===== config.mk =====
export PLATFORM = sky130hd
export DESIGN_NAME = alarm_controller_flat
export DESIGN_NICKNAME = d
export VERILOG_FILES = /design/src/rtl/alarm_pkg.sv /design/src/rtl/alarm_controller_if.sv /design/src/rtl/alarm_tick_timer.sv /design/src/rtl/alarm_controller.sv /design/src/flat_wrapper.sv
export SDC_FILE = /design/constraint.sdc
export NUM_CORES = 1
export LEC_CHECK = 0
export CAP_MARGIN = 40
export CORE_MARGIN = 5
export CORE_UTILIZATION = 41
export CTS_CLUSTER_DIAMETER = 30
export DETAILED_ROUTE_END_ITERATION = 10
export PLACE_DENSITY = 0.88
export SLEW_MARGIN = 20
export SYNTH_ARGS = -nofsm -noshare
export SYNTH_HDL_FRONTEND = slang
export SYNTH_HIERARCHICAL = 1
export SYNTH_SLANG_ARGS = --single-unit

===== constraint.sdc =====
create_clock -name clk -period 2.6 [get_ports clk]
set_input_delay 0.26 -clock clk [delete_from_list [all_inputs] [get_ports clk]]
set_output_delay 0.26 -clock clk [all_outputs]
set_load 0.02 [all_outputs]

===== src/rtl/alarm_pkg.sv =====
// rtl/alarm_pkg.sv - shared types and constants for the alarm controller
// Purpose: FSM state enum, BCD limit constants, reset alarm time and the
//          alarm-time validation helper.
// Ports:   none (package).
package alarm_pkg;

  typedef enum logic [1:0] {
    IDLE    = 2'd0,
    RINGING = 2'd1,
    SNOOZE  = 2'd2
  } alarm_state_t;

  localparam logic [7:0] HH_MAX   = 8'h23;
  localparam logic [7:0] MM_MAX   = 8'h59;
  localparam logic [7:0] SS_ZERO  = 8'h00;
  localparam logic [7:0] RESET_HH = 8'h06;
  localparam logic [7:0] RESET_MM = 8'h00;

  // The range compares alone are not enough: 8'h1A is below 8'h23 but is not
  // BCD, so every nibble is checked as well.
  function automatic logic bcd_time_ok(input logic [7:0] h, input logic [7:0] m);
    return (h[7:4] <= 4'd9) && (h[3:0] <= 4'd9) &&
           (m[7:4] <= 4'd9) && (m[3:0] <= 4'd9) &&
           (h <= HH_MAX) && (m <= MM_MAX);
  endfunction

endpackage


===== src/rtl/alarm_controller_if.sv =====
// rtl/alarm_controller_if.sv - signal bundle between time source/host and alarm
// Purpose: groups the time inputs, alarm programming/control inputs and the
//          alarm status outputs.
// Ports:   master drives tick/hh/mm/ss/arm/set_alarm/set_hh/set_mm/snooze/stop
//          and observes alarm_hh/alarm_mm/ring/snoozing/set_err; slave is the
//          alarm controller side.
interface alarm_controller_if;
  logic       tick;
  logic [7:0] hh;
  logic [7:0] mm;
  logic [7:0] ss;
  logic       arm;
  logic       set_alarm;
  logic [7:0] set_hh;
  logic [7:0] set_mm;
  logic       snooze;
  logic       stop;
  logic [7:0] alarm_hh;
  logic [7:0] alarm_mm;
  logic       ring;
  logic       snoozing;
  logic       set_err;

  modport master (
    output tick, hh, mm, ss, arm, set_alarm, set_hh, set_mm, snooze, stop,
    input  alarm_hh, alarm_mm, ring, snoozing, set_err
  );

  modport slave (
    input  tick, hh, mm, ss, arm, set_alarm, set_hh, set_mm, snooze, stop,
    output alarm_hh, alarm_mm, ring, snoozing, set_err
  );
endinterface


===== src/rtl/alarm_tick_timer.sv =====
// rtl/alarm_tick_timer.sv - loadable one-second down-counter
// Purpose: counts ticks down from a loaded value; expire flags the tick that
//          consumes the last count.
// Ports:   clk, reset (async, active-high), load/load_val (load wins over
//          tick), tick (decrement enable), expire (tick && cnt==1).
module alarm_tick_timer #(
  parameter int W = 9
) (
  input  logic         clk,
  input  logic         reset,
  input  logic         load,
  input  logic [W-1:0] load_val,
  input  logic         tick,
  output logic         expire
);

  logic [W-1:0] cnt;

  always_ff @(posedge clk or posedge reset) begin
    if (reset) begin
      cnt <= '0;
    end else if (load) begin
      cnt <= load_val;
    end else if (tick && (cnt != '0)) begin
      cnt <= cnt - W'(1);
    end
  end

  assign expire = tick && (cnt == W'(1));

endmodule


===== src/rtl/alarm_controller.sv =====
// rtl/alarm_controller.sv - alarm unit downstream of the 24-hour BCD clock
// Purpose: stores a validated alarm time, detects the alarm minute and runs
//          the IDLE/RINGING/SNOOZE machine with ring timeout and snooze limit.
// Ports:   clk, reset (async, active-high), bus (alarm_controller_if.slave):
//          time inputs, arm/set/snooze/stop controls, alarm_hh/alarm_mm,
//          ring, snoozing, set_err (all outputs registered).
module alarm_controller
  import alarm_pkg::*;
#(
  parameter int RING_SECONDS   = 60,
  parameter int SNOOZE_MINUTES = 5,
  parameter int MAX_SNOOZES    = 3
) (
  input  logic               clk,
  input  logic               reset,
  alarm_controller_if.slave  bus
);

  localparam int SNOOZE_TICKS = SNOOZE_MINUTES * 60;
  localparam int TMAX = (RING_SECONDS > SNOOZE_TICKS) ? RING_SECONDS : SNOOZE_TICKS;
  localparam int TW   = $clog2(TMAX + 1);
  localparam int CW   = (MAX_SNOOZES > 0) ? $clog2(MAX_SNOOZES + 1) : 1;

  alarm_state_t state, next_state;
  logic [7:0]   alarm_hh_q, alarm_mm_q;
  logic [CW-1:0] snooze_cnt;
  logic         ring_q, snoozing_q, set_err_q;

  logic          load_ok, match, expire;
  logic          tmr_load, cnt_inc, cnt_clr;
  logic [TW-1:0] tmr_val;

  assign load_ok = bus.set_alarm && bcd_time_ok(bus.set_hh, bus.set_mm);
  assign match   = bus.tick && bus.arm && (bus.hh == alarm_hh_q) &&
                   (bus.mm == alarm_mm_q) && (bus.ss == SS_ZERO);

  alarm_tick_timer #(.W(TW)) u_timer (
    .clk      (clk),
    .reset    (reset),
    .load     (tmr_load),
    .load_val (tmr_val),
    .tick     (bus.tick),
    .expire   (expire)
  );

  always_ff @(posedge clk or posedge reset) begin
    if (reset) state <= IDLE;
    else       state <= next_state;
  end

  // Priority: arm low, valid load, stop, timer expiry, snooze.
  always_comb begin
    next_state = state;
    if (!bus.arm) begin
      next_state = IDLE;
    end else if (load_ok) begin
      next_state = IDLE;
    end else begin
      unique case (state)
        IDLE:    if (match) next_state = RINGING;
        RINGING: begin
          if (bus.stop || expire)                            next_state = IDLE;
          else if (bus.snooze && (snooze_cnt < CW'(MAX_SNOOZES))) next_state = SNOOZE;
        end
        SNOOZE: begin
          if (bus.stop)   next_state = IDLE;
          else if (expire) next_state = RINGING;
        end
        default: next_state = IDLE;
      endcase
    end
  end

  // Timer and snooze-count controls follow from the transition taken. The
  // count is held at zero throughout IDLE, so every new event starts fresh.
  always_comb begin
    tmr_load = 1'b0;
    tmr_val  = TW'(RING_SECONDS);
    cnt_inc  = 1'b0;
    cnt_clr  = (next_state == IDLE);
    if (next_state == RINGING && state != RINGING) begin
      tmr_load = 1'b1;
    end
    if (next_state == SNOOZE && state == RINGING) begin
      tmr_load = 1'b1;
      tmr_val  = TW'(SNOOZE_TICKS);
      cnt_inc  = 1'b1;
    end
  end

  always_ff @(posedge clk or posedge reset) begin
    if (reset) begin
      alarm_hh_q <= RESET_HH;
      alarm_mm_q <= RESET_MM;
      snooze_cnt <= '0;
      ring_q     <= 1'b0;
      snoozing_q <= 1'b0;
      set_err_q  <= 1'b0;
    end else begin
      if (load_ok) begin
        alarm_hh_q <= bus.set_hh;
        alarm_mm_q <= bus.set_mm;
      end
      if (cnt_clr)      snooze_cnt <= '0;
      else if (cnt_inc) snooze_cnt <= snooze_cnt + CW'(1);
      ring_q     <= (next_state == RINGING);
      snoozing_q <= (next_state == SNOOZE);
      set_err_q  <= bus.set_alarm && !load_ok;
    end
  end

  assign bus.alarm_hh = alarm_hh_q;
  assign bus.alarm_mm = alarm_mm_q;
  assign bus.ring     = ring_q;
  assign bus.snoozing = snoozing_q;
  assign bus.set_err  = set_err_q;

endmodule


===== src/flat_wrapper.sv =====
// flat-port wrapper written by rule: the top's interface ports become plain ports
module alarm_controller_flat import alarm_pkg::*;
#(
  parameter int RING_SECONDS   = 60,
  parameter int SNOOZE_MINUTES = 5,
  parameter int MAX_SNOOZES    = 3
)
  (clk, reset, bus_tick, bus_hh, bus_mm, bus_ss, bus_arm, bus_set_alarm, bus_set_hh, bus_set_mm, bus_snooze, bus_stop, bus_alarm_hh, bus_alarm_mm, bus_ring, bus_snoozing, bus_set_err);
  alarm_controller_if bus_i ();
  input  logic clk;
  input  logic reset;
  input wire logic [$bits(bus_i.tick)-1:0] bus_tick;
  input wire logic [$bits(bus_i.hh)-1:0] bus_hh;
  input wire logic [$bits(bus_i.mm)-1:0] bus_mm;
  input wire logic [$bits(bus_i.ss)-1:0] bus_ss;
  input wire logic [$bits(bus_i.arm)-1:0] bus_arm;
  input wire logic [$bits(bus_i.set_alarm)-1:0] bus_set_alarm;
  input wire logic [$bits(bus_i.set_hh)-1:0] bus_set_hh;
  input wire logic [$bits(bus_i.set_mm)-1:0] bus_set_mm;
  input wire logic [$bits(bus_i.snooze)-1:0] bus_snooze;
  input wire logic [$bits(bus_i.stop)-1:0] bus_stop;
  output wire logic [$bits(bus_i.alarm_hh)-1:0] bus_alarm_hh;
  output wire logic [$bits(bus_i.alarm_mm)-1:0] bus_alarm_mm;
  output wire logic [$bits(bus_i.ring)-1:0] bus_ring;
  output wire logic [$bits(bus_i.snoozing)-1:0] bus_snoozing;
  output wire logic [$bits(bus_i.set_err)-1:0] bus_set_err;
  assign bus_i.tick = bus_tick;
  assign bus_i.hh = bus_hh;
  assign bus_i.mm = bus_mm;
  assign bus_i.ss = bus_ss;
  assign bus_i.arm = bus_arm;
  assign bus_i.set_alarm = bus_set_alarm;
  assign bus_i.set_hh = bus_set_hh;
  assign bus_i.set_mm = bus_set_mm;
  assign bus_i.snooze = bus_snooze;
  assign bus_i.stop = bus_stop;
  assign bus_alarm_hh = bus_i.alarm_hh;
  assign bus_alarm_mm = bus_i.alarm_mm;
  assign bus_ring = bus_i.ring;
  assign bus_snoozing = bus_i.snoozing;
  assign bus_set_err = bus_i.set_err;
  alarm_controller #(.RING_SECONDS(RING_SECONDS), .SNOOZE_MINUTES(SNOOZE_MINUTES), .MAX_SNOOZES(MAX_SNOOZES)) u_core (.clk(clk), .reset(reset), .bus(bus_i));
endmodule

==> qor.csv <==
metric,value,unit
Place WS,-0.2093,ns
"Reg clk slew, reported paths",0.07,ns
Tcrit/Tclk final,94.77,%
Worst setup EP type,register,
Via density,5.324,
status,"complete, no violations",
"EDFF count, synth",0,
"Hold Violations, Final",0,
Comb pwr share,37.2,%
Critical Path RT,2.76,ns
Port Buf Inserts,65,
"Cell Area, Synth",0.001937,mm2
Finished Cell Area,0.002853,mm2
synthesized area per cell,10.30,um2
Placed Area,0.002745,mm2
Routed wire per std cell,16.03,um
multi-input logic area,0.001070,mm2
first-pass GRT wire length,8963,um
Seq cells post-synth,32,
Final Non-Filler Cells,327,
reg2reg start,u_core/bus.alarm_hh[5],
worst skew pair latency,0.28,ns
H-Tree Depth,2,
height of the chip,78.73,um
net switching power,667.6,uW
Worst setup SP type,register,
Layout Nets,323,
FF/Latch Area,803.3,um2
gr usage total,18.15,%
"commonest non-fill, non-tap cell in the layout",clkdlybuf4s50_1,
# fillers,367,
Reg power frac,40.2,%
layout cell share with drive strength beyond 1,17.95,%
cell-internal power,1.225,mW
switch share,35.27,%
register area share after synthesis,41.47,%
antenna violations before repair,0,
Top Ports,66,
initial core utilization,41.56,%
grt met1 use,21.29,%
max cap viols,0,
GR Layer Usage met3,6.236,%
RePlAce Congestion,0.8440,
Pre-antenna DRT Iters,4,
post-DP HPWL,4147,um
Max Buffers Root-to-Sink,2,
Core Area,0.004661,mm2
DP Cell Count,319,
Post-DRT Antenna Nets,0,
yosys warns,6,
Hold WS,0.2942,ns
Setup Buffers After CTS,0,
met2 usage,31.75,%
most frequent cells in the layout,"65 x clkdlybuf4s50_1, 30 x dfrtp_1, 14 x inv_1",
RSZ-0062 raised after global routing,false,
DR iter-0 viols,131,
largest net degree at the start of global routing,17,
crit path DAT,2.62,ns
Max Clock Skew,0.006684,ns
post-synth top area share,38.76,%
clock root buffer,clkbuf_8,
Chip Width,78.73,um
crit path from,u_core/bus.alarm_hh[5],
worst min path class,input pin to async pin,
FF-to-FF path depth,8,
CTS Sinks,32,
global route hottest layer,met2,
WS Path Type,register to register,
CTS buffer count,5,
Leak,1.197,nW
drc violations,0,
fmax,0.4058,GHz
largest fanout on the critical path,15,
vias in the first global route,1917,
reg2reg end,u_core/u_timer/cnt[7],
synth unique cells,55,
asr flop ratio synth,100.0,%
Critical Path Sink,u_core/u_timer/cnt[7],
CTS tree,built,
Routed WL,5243,um
final core utilization,61.21,%
Most used DFF post-synth,dfrtp_1,
max-slew violations,0,
remaining global-route overflow,0,
R2R Setup Slk,0.14,ns
Synth area leader,dfrtp_1,
Vias,1741,
Power Dens Cells,663.5,mW/mm2
min Tclk post-route,2.464,ns
Clock power frac,22.6,%
Die Area,0.006198,mm2
top post-synthesis cells by area,"dfrtp_1 39%, mux2_2 7.6%, xnor2_1 5.0%",
Setup Viol. Count Final,0,
Mapped Cells,188,
Worst VDD drop,426.3,uV
P&R area growth vs syn,47.29,%
Final WS setup,0.1359,ns
# rows,25,
ANT cells,0,
-- cell families (layout without fill, tap and decap cells) --
kind of cell               count (synthesis)  in the layout  share of synthesized area [%]
adders and majority gates                  4              4                          2.584
AOI/OAI and AO/OA                         34             34                          13.83
and+or+nand+nor                           67             67                          22.48
DFF                                       32             32                          41.47
buffers and inverters                     20            100                          4.457
other                                      2              7                         0.3877
xor gates and xnor gates                  16             16                          7.235
muxes                                     13             13                          7.558
-- final cells by class --
| class | count | share of cell area (%) |
|---|---|---|
| clock buffers | 8 | 3.509 |
| inverters | 14 | 1.842 |
| flip-flops and latches | 32 | 28.16 |
| well taps | 54 | 2.368 |
| multi-input cells | 141 | 37.50 |
| repair buffers | 78 | 26.62 |
-- routing by layer --
layer | vias to the layer above | wire length (um)
met5 | - | 0
met4 | 0 | 42
met3 | 4 | 408
met2 | 68 | 2623
met1 | 826 | 2170
li1 | 843 | -
-- synthesized netlist by cell type (3+ instances only) --
master and n:
dfrtp_1 30, nor2_1 10, xnor2_1 11, inv_1 14, a311oi_1 3, nand2_1 8, nor4b_1 3, nand2b_1 4
nor2b_1 9, a21oi_1 8, xor2_1 5, buf_2 3, nor4_1 6, nand3_1 4, mux2_2 13, ha_1 4
nand4_1 6
-- registers in the layout (all words and copies together) (netlist names) --
name                 cells
u_core/bus.snoozing      1
u_core/u_timer/cnt       9
u_core/snooze_cnt        2
u_core/bus.set_err       1
u_core/bus.alarm_mm      8
u_core/bus.alarm_hh      8
u_core/state             2
u_core/bus.ring          1
-- worst min path at each step --
stage	end	slack, ns	cells past startpoint
after floorplan	u_core/u_timer/cnt[0]	0.09	1
after global placement	u_core/bus.alarm_hh[6]	0.52	1
after detailed placement	u_core/bus.alarm_hh[6]	0.54	1
after CTS	u_core/bus.ring	0.31	2
after global routing	u_core/bus.alarm_hh[0]	0.33	2
final	u_core/bus.ring	0.29	2
-- worst max-delay path, cell delays in order (launching register included) --
cell,delay (ns)
dfrtp_1,0.41
xor2_1,0.17
nor4_1,0.39
nand4_1,0.14
or4_4,0.44
a21oi_2,0.20
buf_6,0.19
a311oi_1,0.07
a311o_1,0.33
-- stage by stage --
| step | total power [mW] | setup TNS, ns |
|---|---|---|
| 6_report | 1.893 | 0 |
| 5_1_grt | 2.009 | 0 |
| 4_1_cts | 1.901 | 0 |
| 3_5_place_dp | 1.464 | -1.160 |
| 3_3_place_gp | 1.440 | -0.3475 |
| 2_1_floorplan | 1.179 | 0 |
-- power by group through the flow --
stage                     Clock [mW]  Combinational [mW]  Sequential [mW]
after floorplan                    0               0.406            0.773
after detailed placement           0               0.699            0.765
final                          0.428               0.704            0.761
after global routing           0.459               0.767            0.783
after global placement             0               0.680            0.760
after CTS                      0.436               0.703            0.761
-- what timing repair did --
action / CTS / global route
setup endpoints to repair: 0 / 5
endpoints found under the hold margin: 0 / 0
gates resized for setup: 0 / 2
hold buffers: 0 / 0
(Power assumes the default switching activity.)
